==> src/rtl/acc_bus_pkg.sv <==
// ---------------------------------------------------------------------------
// acc_bus_pkg
// Shared definitions for the router <-> accelerator bus. The router, the
// accelerators and acc_fifo_bridge all take their word width and queue
// depth from here so the two sides can never disagree.
//   ACC_DATA_W : bus word width in bits
//   ACC_DEPTH  : entries per bridge FIFO (power of two, >= 2)
//   fifo_status_t : empty/full pair reported by each bridge queue
// ---------------------------------------------------------------------------
package acc_bus_pkg;

   localparam int ACC_DATA_W = 32;
   localparam int ACC_DEPTH  = 8;

   typedef struct packed {
      logic empty;
      logic full;
   } fifo_status_t;

endpackage : acc_bus_pkg

==> src/rtl/acc_fifo_bridge_sync_fifo.sv <==
// ---------------------------------------------------------------------------
// sync_fifo
// Single-clock first-word-fall-through FIFO used for both directions of the
// bridge. Push/pop legality is judged on the registered full/empty flags as
// they stand before the edge, so a push while full is refused even when a
// pop happens on the same edge (and vice versa for a pop while empty).
// Ports:
//   clk        : clock, all state changes on the rising edge
//   reset      : asynchronous active-low reset, clears pointers and count
//   push       : write request
//   push_data  : word written at the tail when the push is legal
//   pop        : read request (advances the head when legal)
//   head_data  : word currently at the head (valid while !empty)
//   empty/full : registered status, empty <=> count==0, full <=> count==DEPTH
// ---------------------------------------------------------------------------
module sync_fifo
   import acc_bus_pkg::*;
#(
   parameter int DATA_W = ACC_DATA_W,
   parameter int DEPTH  = ACC_DEPTH
) (
   input  logic              clk,
   input  logic              reset,
   input  logic              push,
   input  logic [DATA_W-1:0] push_data,
   input  logic              pop,
   output logic [DATA_W-1:0] head_data,
   output logic              empty,
   output logic              full
);

   localparam int AW = $clog2(DEPTH);
   localparam int CW = AW + 1;

   logic [DATA_W-1:0] mem_r [DEPTH];
   logic [AW-1:0]     wr_ptr_r;
   logic [AW-1:0]     rd_ptr_r;
   logic [CW-1:0]     count_r;
   logic [CW-1:0]     count_next_s;
   logic              empty_r;
   logic              full_r;
   logic              push_ok_s;
   logic              pop_ok_s;

   // Legal-operation decode and next occupancy.
   always_comb begin
      push_ok_s    = push & ~full_r;
      pop_ok_s     = pop & ~empty_r;
      count_next_s = count_r;
      case ({push_ok_s, pop_ok_s})
         2'b10:   count_next_s = count_r + CW'(1);
         2'b01:   count_next_s = count_r - CW'(1);
         default: count_next_s = count_r;
      endcase
   end

   // Pointers, occupancy and registered status flags.
   // DEPTH is a power of two, so AW-bit pointer increments wrap modulo DEPTH.
   always_ff @(posedge clk or negedge reset) begin
      if (!reset) begin
         wr_ptr_r <= {AW{1'b0}};
         rd_ptr_r <= {AW{1'b0}};
         count_r  <= {CW{1'b0}};
         empty_r  <= 1'b1;
         full_r   <= 1'b0;
      end else begin
         if (push_ok_s) begin
            wr_ptr_r <= wr_ptr_r + AW'(1);
         end
         if (pop_ok_s) begin
            rd_ptr_r <= rd_ptr_r + AW'(1);
         end
         count_r <= count_next_s;
         empty_r <= (count_next_s == {CW{1'b0}});
         full_r  <= (count_next_s == CW'(DEPTH));
      end
   end

   // Storage array; contents need no reset because the count gates every read.
   always_ff @(posedge clk) begin
      if (push_ok_s) begin
         mem_r[wr_ptr_r] <= push_data;
      end
   end

   assign head_data = mem_r[rd_ptr_r];
   assign empty     = empty_r;
   assign full      = full_r;

endmodule : sync_fifo

==> src/rtl/acc_fifo_bridge.sv <==
// ---------------------------------------------------------------------------
// acc_fifo_bridge
// Decouples the router from an accelerator with two independent FIFOs:
//   to-FIFO   : router put_req/data_in  -> accelerator acc_rd_* (FWFT)
//   from-FIFO : accelerator acc_wr_*    -> router get_req/data_out
// Ports:
//   clk, reset                 : clock and asynchronous active-low reset
//   put_req, data_in           : router push into the to-FIFO
//   get_req, data_out          : router pop from the from-FIFO; data_out is
//                                registered, visible one cycle after get_req
//   to_empty, to_full          : to-FIFO status
//   from_empty, from_full      : from-FIFO status
//   acc_rd_valid/data/ready    : accelerator consume side of the to-FIFO
//   acc_wr_valid/data/ready    : accelerator produce side of the from-FIFO
//   overflow, underflow        : sticky router-side error flags, cleared
//                                only by reset
// ---------------------------------------------------------------------------
module acc_fifo_bridge
   import acc_bus_pkg::*;
#(
   parameter int DATA_W = ACC_DATA_W,
   parameter int DEPTH  = ACC_DEPTH
) (
   input  logic              clk,
   input  logic              reset,
   input  logic              put_req,
   input  logic [DATA_W-1:0] data_in,
   input  logic              get_req,
   output logic [DATA_W-1:0] data_out,
   output logic              to_empty,
   output logic              to_full,
   output logic              from_empty,
   output logic              from_full,
   output logic              acc_rd_valid,
   output logic [DATA_W-1:0] acc_rd_data,
   input  logic              acc_rd_ready,
   input  logic              acc_wr_valid,
   input  logic [DATA_W-1:0] acc_wr_data,
   output logic              acc_wr_ready,
   output logic              overflow,
   output logic              underflow
);

   fifo_status_t      to_stat_s;
   fifo_status_t      from_stat_s;
   logic [DATA_W-1:0] from_head_s;
   logic [DATA_W-1:0] data_out_r;
   logic              overflow_r;
   logic              underflow_r;

   sync_fifo #(
      .DATA_W (DATA_W),
      .DEPTH  (DEPTH)
   ) u_to_fifo (
      .clk       (clk),
      .reset     (reset),
      .push      (put_req),
      .push_data (data_in),
      .pop       (acc_rd_ready),
      .head_data (acc_rd_data),
      .empty     (to_stat_s.empty),
      .full      (to_stat_s.full)
   );

   sync_fifo #(
      .DATA_W (DATA_W),
      .DEPTH  (DEPTH)
   ) u_from_fifo (
      .clk       (clk),
      .reset     (reset),
      .push      (acc_wr_valid),
      .push_data (acc_wr_data),
      .pop       (get_req),
      .head_data (from_head_s),
      .empty     (from_stat_s.empty),
      .full      (from_stat_s.full)
   );

   // Router read register and sticky error flags. The FIFO refuses illegal
   // requests by itself; here we only record that one was attempted.
   always_ff @(posedge clk or negedge reset) begin
      if (!reset) begin
         data_out_r  <= {DATA_W{1'b0}};
         overflow_r  <= 1'b0;
         underflow_r <= 1'b0;
      end else begin
         if (get_req && !from_stat_s.empty) begin
            data_out_r <= from_head_s;
         end
         if (put_req && to_stat_s.full) begin
            overflow_r <= 1'b1;
         end
         if (get_req && from_stat_s.empty) begin
            underflow_r <= 1'b1;
         end
      end
   end

   assign data_out     = data_out_r;
   assign overflow     = overflow_r;
   assign underflow    = underflow_r;
   assign to_empty     = to_stat_s.empty;
   assign to_full      = to_stat_s.full;
   assign from_empty   = from_stat_s.empty;
   assign from_full    = from_stat_s.full;
   assign acc_rd_valid = ~to_stat_s.empty;
   assign acc_wr_ready = ~from_stat_s.full;

endmodule : acc_fifo_bridge
==> config.mk <==
export PLATFORM = sky130hd
export DESIGN_NAME = acc_fifo_bridge
export DESIGN_NICKNAME = d
export VERILOG_FILES = /design/src/rtl/acc_bus_pkg.sv /design/src/rtl/acc_fifo_bridge_sync_fifo.sv /design/src/rtl/acc_fifo_bridge.sv
export SDC_FILE = /design/constraint.sdc
export NUM_CORES = 1
export LEC_CHECK = 0
export BUFFER_PORTS_ARGS = -buffer_cell sky130_fd_sc_hd__buf_2
export CORE_ASPECT_RATIO = 0.7
export CORE_MARGIN = 5
export CORE_UTILIZATION = 60
export CTS_CLUSTER_DIAMETER = 40
export CTS_CLUSTER_SIZE = 12
export DETAILED_ROUTE_END_ITERATION = 16
export PLACE_DENSITY_LB_ADDON = 0.08
export SLEW_MARGIN = 20
export SYNTH_ARGS = -nofsm -noshare
export SYNTH_HDL_FRONTEND = slang
export SYNTH_HIERARCHICAL = 1
export SYNTH_SLANG_ARGS = --single-unit
==> constraint.sdc <==
create_clock -name clk -period 4.3 [get_ports clk]
set_input_delay 0.86 -clock clk [delete_from_list [all_inputs] [get_ports clk]]
set_output_delay 0.86 -clock clk [all_outputs]
set_load 0.05 [all_outputs]
==> results of run 1 <==
## routing by layer
layer / up-vias / part of all wire [%] / track usage, %
li1: 4342 / - / -
met1: 5211 / 46 / 31.22
met2: 192 / 48 / 31.26
met3: 57 / 4.5 / 3.464
met4: 2 / 1.5 / 4.216
met5: - / 0.017 / 0
## cell usage in the layout (no fill, tap or decap), types with 5 or more instances in the layout
cell type,instances
nor2b_1,6
nand2b_1,8
buf_2,140
edfxtp_1,512
mux2_4,30
mux4_2,78
ha_1,10
clkbuf_16,58
mux4_1,50
nand2_1,8
mux2_2,72
xor2_1,10
clkinv_2,5
buf_12,5
nor2_4,12
xnor2_1,6
buf_4,24
clkbuf_1,30
dfrtp_1,51
## power by group through the flow
stage,clock (mW),sequential [mW],combinational [mW]
3_3_place_gp,0,7.76,6.58
3_5_place_dp,0,7.81,6.65
2_1_floorplan,0,8.15,4.75
4_1_cts,4.66,7.71,6.68
5_1_grt,4.90,7.80,6.97
6_report,4.54,7.69,6.57
## logic make-up (layout without fill, tap and decap cells)
logic type | after synthesis | in the layout | share of synthesized area, %
other cells | 0 | 1 | 0
xor+xnor | 18 | 18 | 0.8430
buf+inv | 48 | 273 | 1.725
mux | 230 | 230 | 19.46
flops | 570 | 570 | 75.59
compound gates | 14 | 14 | 0.4328
simple gates | 57 | 57 | 1.388
fa+ha+maj | 10 | 10 | 0.5620
## state kept, by name, summed over array words and instances, names as in the netlist, 3 cells and up
signal,count
u_from_fifo/rd_ptr_r,3
u_from_fifo/count_r,4
data_out,32
u_from_fifo/wr_ptr_r,3
u_to_fifo/rd_ptr_r,3
u_to_fifo/wr_ptr_r,3
u_from_fifo/mem_r,256
u_to_fifo/mem_r,256
u_to_fifo/count_r,4
## worst min path at each step
stage	start	cells after the start	slack, ns	end
4_1_cts	reset	1	0.44	data_out[19]$_DFFE_PN0P_
5_1_grt	reset	1	0.28	data_out[19]$_DFFE_PN0P_
3_5_place_dp	overflow$_DFFE_PN0P_	1	0.44	overflow$_DFFE_PN0P_
6_report	reset	1	0.26	data_out[19]$_DFFE_PN0P_
2_1_floorplan	u_from_fifo/wr_ptr_r[2]$_DFFE_PN0P_	1	0.46	u_from_fifo/wr_ptr_r[2]$_DFFE_PN0P_
3_3_place_gp	overflow$_DFFE_PN0P_	1	0.44	overflow$_DFFE_PN0P_
## worst max-delay path: cells and delay by family (launching register included)
kind / cells / cell delay (ns)
buffers and inverters: 2 / 0.56
DFF: 1 / 0.72
muxes: 2 / 0.92
## stage by stage
step           hold slack [ns]  utilization (%)  instance area [µm²]  std cells
2_1_floorplan           0.4574                -                22260        947
3_3_place_gp            0.4357            63.95                23600       1560
3_5_place_dp            0.4445            63.95                23600       1560
4_1_cts                 0.4414            68.56                25300       1660
5_1_grt                 0.2823            68.56                25310       1660
6_report                0.2571            68.57                25310       1661
## area by class of cell
class	instances	area [µm²]	area share (%)
Timing Repair Buffer	169	980.9	3.876
Inverter	4	15.01	0.05932
Tap cell	488	610.6	2.412
Multi-Input combinational cell	329	5160	20.39
Clock inverter	11	122.6	0.4845
Antenna cell	1	2.502	0.009887
Clock buffer	89	1578	6.234
Sequential cell	570	16840	66.54
==> flow_metrics.tcl, run 1 <==
set metrics [dict create \
    rrSetupSlack_ns 1.63 \
    routed-via-count 9804 \
    nets 1210 \
    cap_violations 0 \
    pwr-share-seq_pct 40.9 \
    ys_ff_latch 570 \
    path_class "reg2out" \
    drtPass1Iterations 4 \
    fp.dieH_um 171.2 \
    slowest_delay_ns 0.72 \
    grt_usage_pct 20.16 \
    start_util_pct 60.32 \
    cp.required_ns 3.44 \
    synth_top_area_share_pct 69.06 \
    antenna_found_initial 1 \
    yosys_warnings 6 \
    switching_power_mw 6.327 \
    die_x_um 240.2 \
    path_max_fanout 25 \
    swShare_pct 33.66 \
    start_kind "flip-flop" \
    via_per_inst 5.902 \
    die_area_mm2 0.04112 \
    clk_pin_slew_ns 0.05 \
    htreeDepth 2 \
    synth_commonest_cells "edfxtp_1, mux4_2, mux2_2" \
    synth_nets 1027 \
    overflow 0 \
    peakVddDrop_v 0.0004947 \
    syn2layout_area_growth_pct 13.69 \
    crit_path_start "u_to_fifo/rd_ptr_r[0]$_DFFE_PN0N_" \
    p_int_mw 12.47 \
    syn_area_mm2 0.02226 \
    finalSetupViolations 0 \
    cp_data_arrival_time_ns 2.81 \
    post-cts-setup-buffers 0 \
    power.clock.fraction_pct 24.1 \
    reg2reg_from "u_to_fifo/full$_DFF_PN0_" \
    holdCritPathClass "in2async" \
    synth_area_leader_cell "edfxtp_1" \
    ys_seq_area_share_pct 75.59 \
    cts_root_buffer "clkbuf_16" \
    final_antenna_net_count 0 \
    syn_area_per_cell_um2 23.51 \
    ioPinCount 142 \
    pre_cts_slack_ns 1.058 \
    drive_gt1_share_pct 37.88 \
    finalWirelength_um 40640 \
    dpl.hpwl_um 22780 \
    gp_congestion 0.7117 \
    final_hold_viol_count 0 \
    grt_pass1_wl_um 62330 \
    grt_max_degree 67 \
    post-route-period-util_pct 85.34 \
    endpoint_kind "output pin" \
    rsz0062_at_grt "false" \
    synth_edf_count 512 \
    finalCriticalPeriod_ns 3.670 \
    total_power_mw 18.80 \
    routedWlPerCell_um 24.46 \
    cts.repair.resized 0 \
    leakage_nw 8.757 \
    drcViolationCount 0 \
    fin_setup_tns_ns 0 \
    synth.distinct_cells 37 \
    r2r_cells 9 \
    status "finished clean" \
    ys.flop_type "edfxtp_1" \
    combPwrFrac_pct 34.9 \
    drt_iter0_drc 506 \
    fmax_ghz 0.2725 \
    slowest_stage "dfrtp_4" \
    grt_pass1_vias 10330 \
    cts_buffer_depth 3 \
    cts_hold_buf 0 \
    fill_cells 2307 \
    worstMarginPinSlew_ns 1.044 \
    crit_chain "buf_4 > mux4_1 > mux2_2 > buf_2" \
    clock-sinks 570 \
    clk_latency_ns 0.59 \
    synth_area_leaders "edfxtp_1, mux4_2, dfrtp_1" \
    synthArstFlopShare_pct 10.18 \
    drv_slew 0 \
    rows 59 \
    cts_tree "done" \
    synthCells 947 \
    yosysMostFrequentCell "edfxtp_1" \
    port_buffers 141 \
    fin_ws_ns 0.6303 \
    power_density_mw_per_mm2 742.6 \
    slew_headroom_pct 30.41 \
    cts_made_buffers 56 \
    crit_end "acc_rd_data[17]" \
    finClkSkew_ns 0.02396 \
    core_area_mm2 0.03691 \
    r2r-end "u_to_fifo/full$_DFF_PN0_" \
]
(Power assumes the default switching activity.)
==> inputs of run 2 (changes only) <==
Settings changed: CORE_ASPECT_RATIO 0.7 to 1.75, CORE_MARGIN 5 to 3, MAX_ROUTING_LAYER set to met4.
==> flow_metrics.tcl, run 2 (same netlist as run 1, synthesis figures left out) <==
set metrics [dict create \
    rsz0062_at_grt "false" \
    gp_congestion 0.7192 \
    cp.required_ns 3.44 \
    start_kind "flip-flop" \
    finalCriticalPeriod_ns 3.834 \
    grt_max_degree 53 \
    cts_hold_buf 0 \
    fmax_ghz 0.2608 \
    via_per_inst 5.944 \
    met1_usage_pct 25.03 \
    peakVddDrop_v 0.0004723 \
    final_cell_mix "edfxtp_1, buf_2, mux4_2" \
    die_x_um 151.6 \
    slew_headroom_pct 29.47 \
    layout_commonest_cell "edfxtp_1" \
    cts_tree "done" \
    overflow 0 \
    cts_buffer_depth 3 \
    use_met2_pct 38.20 \
    routed-via-count 9790 \
    drcViolationCount 0 \
    antenna_found_initial 6 \
    core_area_mm2 0.03637 \
    final_hold_viol_count 0 \
    finalWirelength_um 40160 \
    switching_power_mw 6.189 \
    leakage_nw 8.673 \
    die_area_mm2 0.03954 \
    status "finished clean" \
    grt_pass1_vias 10510 \
    post-cts-setup-buffers 0 \
    cap_violations 0 \
    total_power_mw 18.45 \
    worstMarginPinSlew_ns 1.058 \
    holdCritPathClass "in2async" \
    power_density_mw_per_mm2 734.1 \
    power.clock.fraction_pct 23.3 \
    drv_slew 0 \
    routedWlPerCell_um 24.38 \
    top_usage_layer "met2" \
    port_buffers 141 \
    dpl.hpwl_um 22510 \
    drt_iter0_drc 489 \
    cp_data_arrival_time_ns 2.97 \
    endpoint_kind "output pin" \
    post-route-period-util_pct 89.16 \
    combPwrFrac_pct 33.9 \
    drive_gt1_share_pct 37.15 \
    holdWs_ns 0.2714 \
    nets 1207 \
    path_max_fanout 44 \
    grt_usage_pct 21.55 \
    ioPinCount 142 \
    syn2layout_area_growth_pct 12.91 \
    grt_pass1_wl_um 61340 \
    clock-sinks 570 \
    finalSetupViolations 0 \
    clk_pin_slew_ns 0.06 \
    p_int_mw 12.26 \
    start_util_pct 61.20 \
    drtPass1Iterations 4 \
    fp.dieH_um 260.8 \
    clk_latency_ns 0.57 \
    finClkSkew_ns 0.01855 \
    htreeDepth 2 \
    final_antenna_net_count 0 \
    swShare_pct 33.54 \
    cts_root_buffer "clkbuf_16" \
    rows 92 \
    pwr-share-seq_pct 42.9 \
    cts_made_buffers 54 \
    path_class "reg2out" \
    fin_setup_tns_ns 0 \
    cts.repair.resized 0 \
    grt_util_met3_pct 4.013 \
]
[run 2: changes by cell type in the layout (fill, tap and decap cells not counted), sizes merged]
cell | previous run | this run
inv | 4 | 5
diode | 1 | 6
buf | 169 | 168
bufinv | 2 | 1
clkinv | 9 | 3
clkbuf | 89 | 95
[run 2: layer usage]
layer	share of wire (%)	wire, µm	up-vias
met4	2.7	1091	0
met3	4.9	1961	73
li1	-	-	4332
met2	55	22230	215
met5	0	0	-
met1	37	14880	5170
[run 2: per-stage QoR]
step | utilization (%) | instance area (µm²) | worst slack [ns] | instances
floorplan | - | 22260 | 0.2892 | 947
global placement | 64.71 | 23540 | 1.030 | 1541
detailed placement | 64.71 | 23540 | 1.007 | 1541
CTS | 69.06 | 25120 | 0.3984 | 1641
global route | 69.10 | 25140 | 0.3048 | 1647
finish | 69.10 | 25140 | 0.4663 | 1647
[run 2: layout make-up]
type / count / area [µm²]
Multi-Input combinational cell: 329 / 5160
Antenna cell: 6 / 15.01
Tap cell: 470 / 588.1
Timing Repair Buffer: 168 / 933.4
Inverter: 4 / 15.01
Clock buffer: 95 / 1526
Fill cell: 2352 / 11240
Sequential cell: 570 / 16840
Clock inverter: 5 / 57.56
[run 2: power by group through the flow]
stage / Combinational [mW] / Sequential (mW) / Clock (mW)
finish: 6.25 / 7.91 / 4.29
global route: 6.65 / 8.04 / 4.61
detailed placement: 6.35 / 8.04 / 0
CTS: 6.37 / 7.94 / 4.42
global placement: 6.28 / 7.99 / 0
floorplan: 4.75 / 8.15 / 0
[run 2: worst max-delay path, stage by stage, from the launching register on]
cell and delay (ns):
dfrtp_4 0.98, buf_4 0.34, mux4_1 0.58, mux2_2 0.27, buf_2 0.21
[run 2: path summary, 6_finish.rpt]
path                                              startpoint                                end  slack [ns]  depth (start not counted)
max                        u_to_fifo/rd_ptr_r[0]$_DFFE_PN0N_                     acc_rd_data[1]        0.47                          4
min                                                    reset           data_out[16]$_DFFE_PN0P_        0.27                          1
max reg2reg                         u_to_fifo/full$_DFF_PN0_           u_to_fifo/full$_DFF_PN0_        1.71                          9
min reg2reg                             overflow$_DFFE_PN0P_               overflow$_DFFE_PN0P_        0.45                          1
max in group asynchronous                              reset  u_to_fifo/rd_ptr_r[0]$_DFFE_PN0N_        2.98                          2
min in group clk                        overflow$_DFFE_PN0P_               overflow$_DFFE_PN0P_        0.45                          1
==> inputs of run 3 (changes only) <==
Settings changed: CORE_ASPECT_RATIO 1.75 to not set.
Clock period 4.3 ns to 4.1 ns, I/O delays scaled along.
==> flow_metrics.tcl, run 3 (same netlist as run 1, synthesis figures left out) <==
set metrics [dict create \
    cts.repair.resized 0 \
    rrSetupSlack_ns 1.50 \
    r2r_cells 4 \
    fin_setup_tns_ns 0 \
    cts_hold_buf 0 \
    final_cell_mix "edfxtp_1, buf_2, mux4_2" \
    r2r-end "data_out[5]$_DFFE_PN0P_" \
    cts_made_buffers 68 \
    post-route-period-util_pct 85.45 \
    layout_commonest_cell "edfxtp_1" \
    post-cts-setup-buffers 0 \
    cp_data_arrival_time_ns 2.68 \
    cts_buffer_depth 3 \
    peakVddDrop_v 0.0005002 \
    start_kind "flip-flop" \
    drive_gt1_share_pct 39.92 \
    antenna_found_initial 7 \
    path_class "reg2out" \
    overflow 0 \
    grt_pass1_vias 10450 \
    rows 69 \
    finClkSkew_ns 0.01456 \
    drtPass1Iterations 5 \
    ioPinCount 142 \
    holdWs_ns 0.3898 \
    fin_ws_ns 0.5965 \
    syn2layout_area_growth_pct 16.16 \
    path_max_fanout 56 \
    routedWlPerCell_um 24.54 \
    final_antenna_net_count 0 \
    final_hold_viol_count 0 \
    slew_headroom_pct 30.88 \
    die_area_mm2 0.03945 \
    leakage_nw 9.035 \
    start_util_pct 61.69 \
    via_per_inst 5.953 \
    clk_pin_slew_ns 0.06 \
    grt_max_degree 59 \
    cap_violations 0 \
    dp_cells 1534 \
    cp.required_ns 3.28 \
    cts_tree "done" \
    fin_cells 1663 \
    finalWirelength_um 40810 \
    power_density_mw_per_mm2 803.9 \
    gp_congestion 0.7347 \
    endpoint_kind "output pin" \
    nets 1223 \
    fmax_ghz 0.2854 \
    finalCriticalPeriod_ns 3.503 \
    drcViolationCount 0 \
    holdCritPathClass "in2async" \
    worstMarginPinSlew_ns 1.037 \
    die_x_um 198.6 \
    core_area_mm2 0.03609 \
    drv_slew 0 \
    cts_root_buffer "clkbuf_16" \
    drt_iter0_drc 623 \
    dpl.hpwl_um 22810 \
    rsz0062_at_grt "false" \
    reg2reg_from "u_from_fifo/rd_ptr_r[0]$_DFFE_PN0N_" \
    grt_usage_pct 22.16 \
    pre_cts_slack_ns 1.032 \
    status "finished clean" \
    port_buffers 141 \
    routed-via-count 9900 \
    grt_pass1_wl_um 62790 \
    post-route-util_pct 71.66 \
    fp.dieH_um 198.6 \
    htreeDepth 3 \
    finalSetupViolations 0 \
    clk_latency_ns 0.58 \
    clock-sinks 570 \
]
[run 3: cell types whose count changed in the layout (fill, tap and decap cells not counted), moves of 5 or more]
cell / before / now
clkbuf_1: 40 / 15
bufinv_16: 1 / 6
clkinv_1: 0 / 6
clkinv_4: 1 / 6
clkbuf_16: 55 / 71
[run 3: where the power goes]
part	internal (mW)	total (mW)	leakage [nW]	switching, mW
logic	2.84	6.73	2.62	3.89
registers	7.48	8.17	5.32	0.689
clock network	3.63	5.89	1.09	2.26
total	13.9	20.8	9.04	6.84
[run 3: how the worst max path moves through the flow]
stage                                      start                                 to  slack [ns]  cells past startpoint
2_1_floorplan                       acc_wr_valid  u_from_fifo/mem_r[0][0]$_DFFE_PP_        0.13                      3
3_3_place_gp                             put_req           u_to_fifo/full$_DFF_PN0_        1.12                     10
3_5_place_dp                             put_req           u_to_fifo/full$_DFF_PN0_        1.03                     10
4_1_cts        u_to_fifo/rd_ptr_r[0]$_DFFE_PN0N_                     acc_rd_data[9]        0.51                      4
5_1_grt        u_to_fifo/rd_ptr_r[0]$_DFFE_PN0N_                     acc_rd_data[9]        0.44                      4
6_report       u_to_fifo/rd_ptr_r[0]$_DFFE_PN0N_                     acc_rd_data[9]        0.60                      4
[run 3: critical path, stage by stage, from the launching register on]
cell	delay (ns)
dfrtp_4	0.55
buf_12	0.41
mux4_1	0.65
mux2_2	0.28
buf_2	0.21
[run 3: stage by stage]
step	total power, mW	cell area (µm²)
floorplan	13.53	22260
global placement	15.00	23590
detailed placement	15.12	23590
CTS	21.06	25840
global route	21.73	25860
finish	20.79	25860
[run 3: layer usage]
metal | up-vias | part of all wire, % | wire length (µm) | global-route usage (%)
met1 | 5193 | 41 | 16610 | 28.80
met2 | 255 | 52 | 21150 | 35.99
met4 | 0 | 2.1 | 844 | 6.637
met5 | - | 0 | 0 | -
li1 | 4394 | - | - | -
met3 | 58 | 5.4 | 2206 | 4.810
[run 3: area by class of cell]
cell class | instances | area [µm²]
diodes | 7 | 17.52
well taps | 461 | 576.8
fillers | 2138 | 10230
clock buffers | 89 | 1874
clock inverters | 33 | 376.6
inverters | 4 | 15.01
multi-input cells | 329 | 5160
flip-flops and latches | 570 | 16840
repair buffers | 170 | 1001
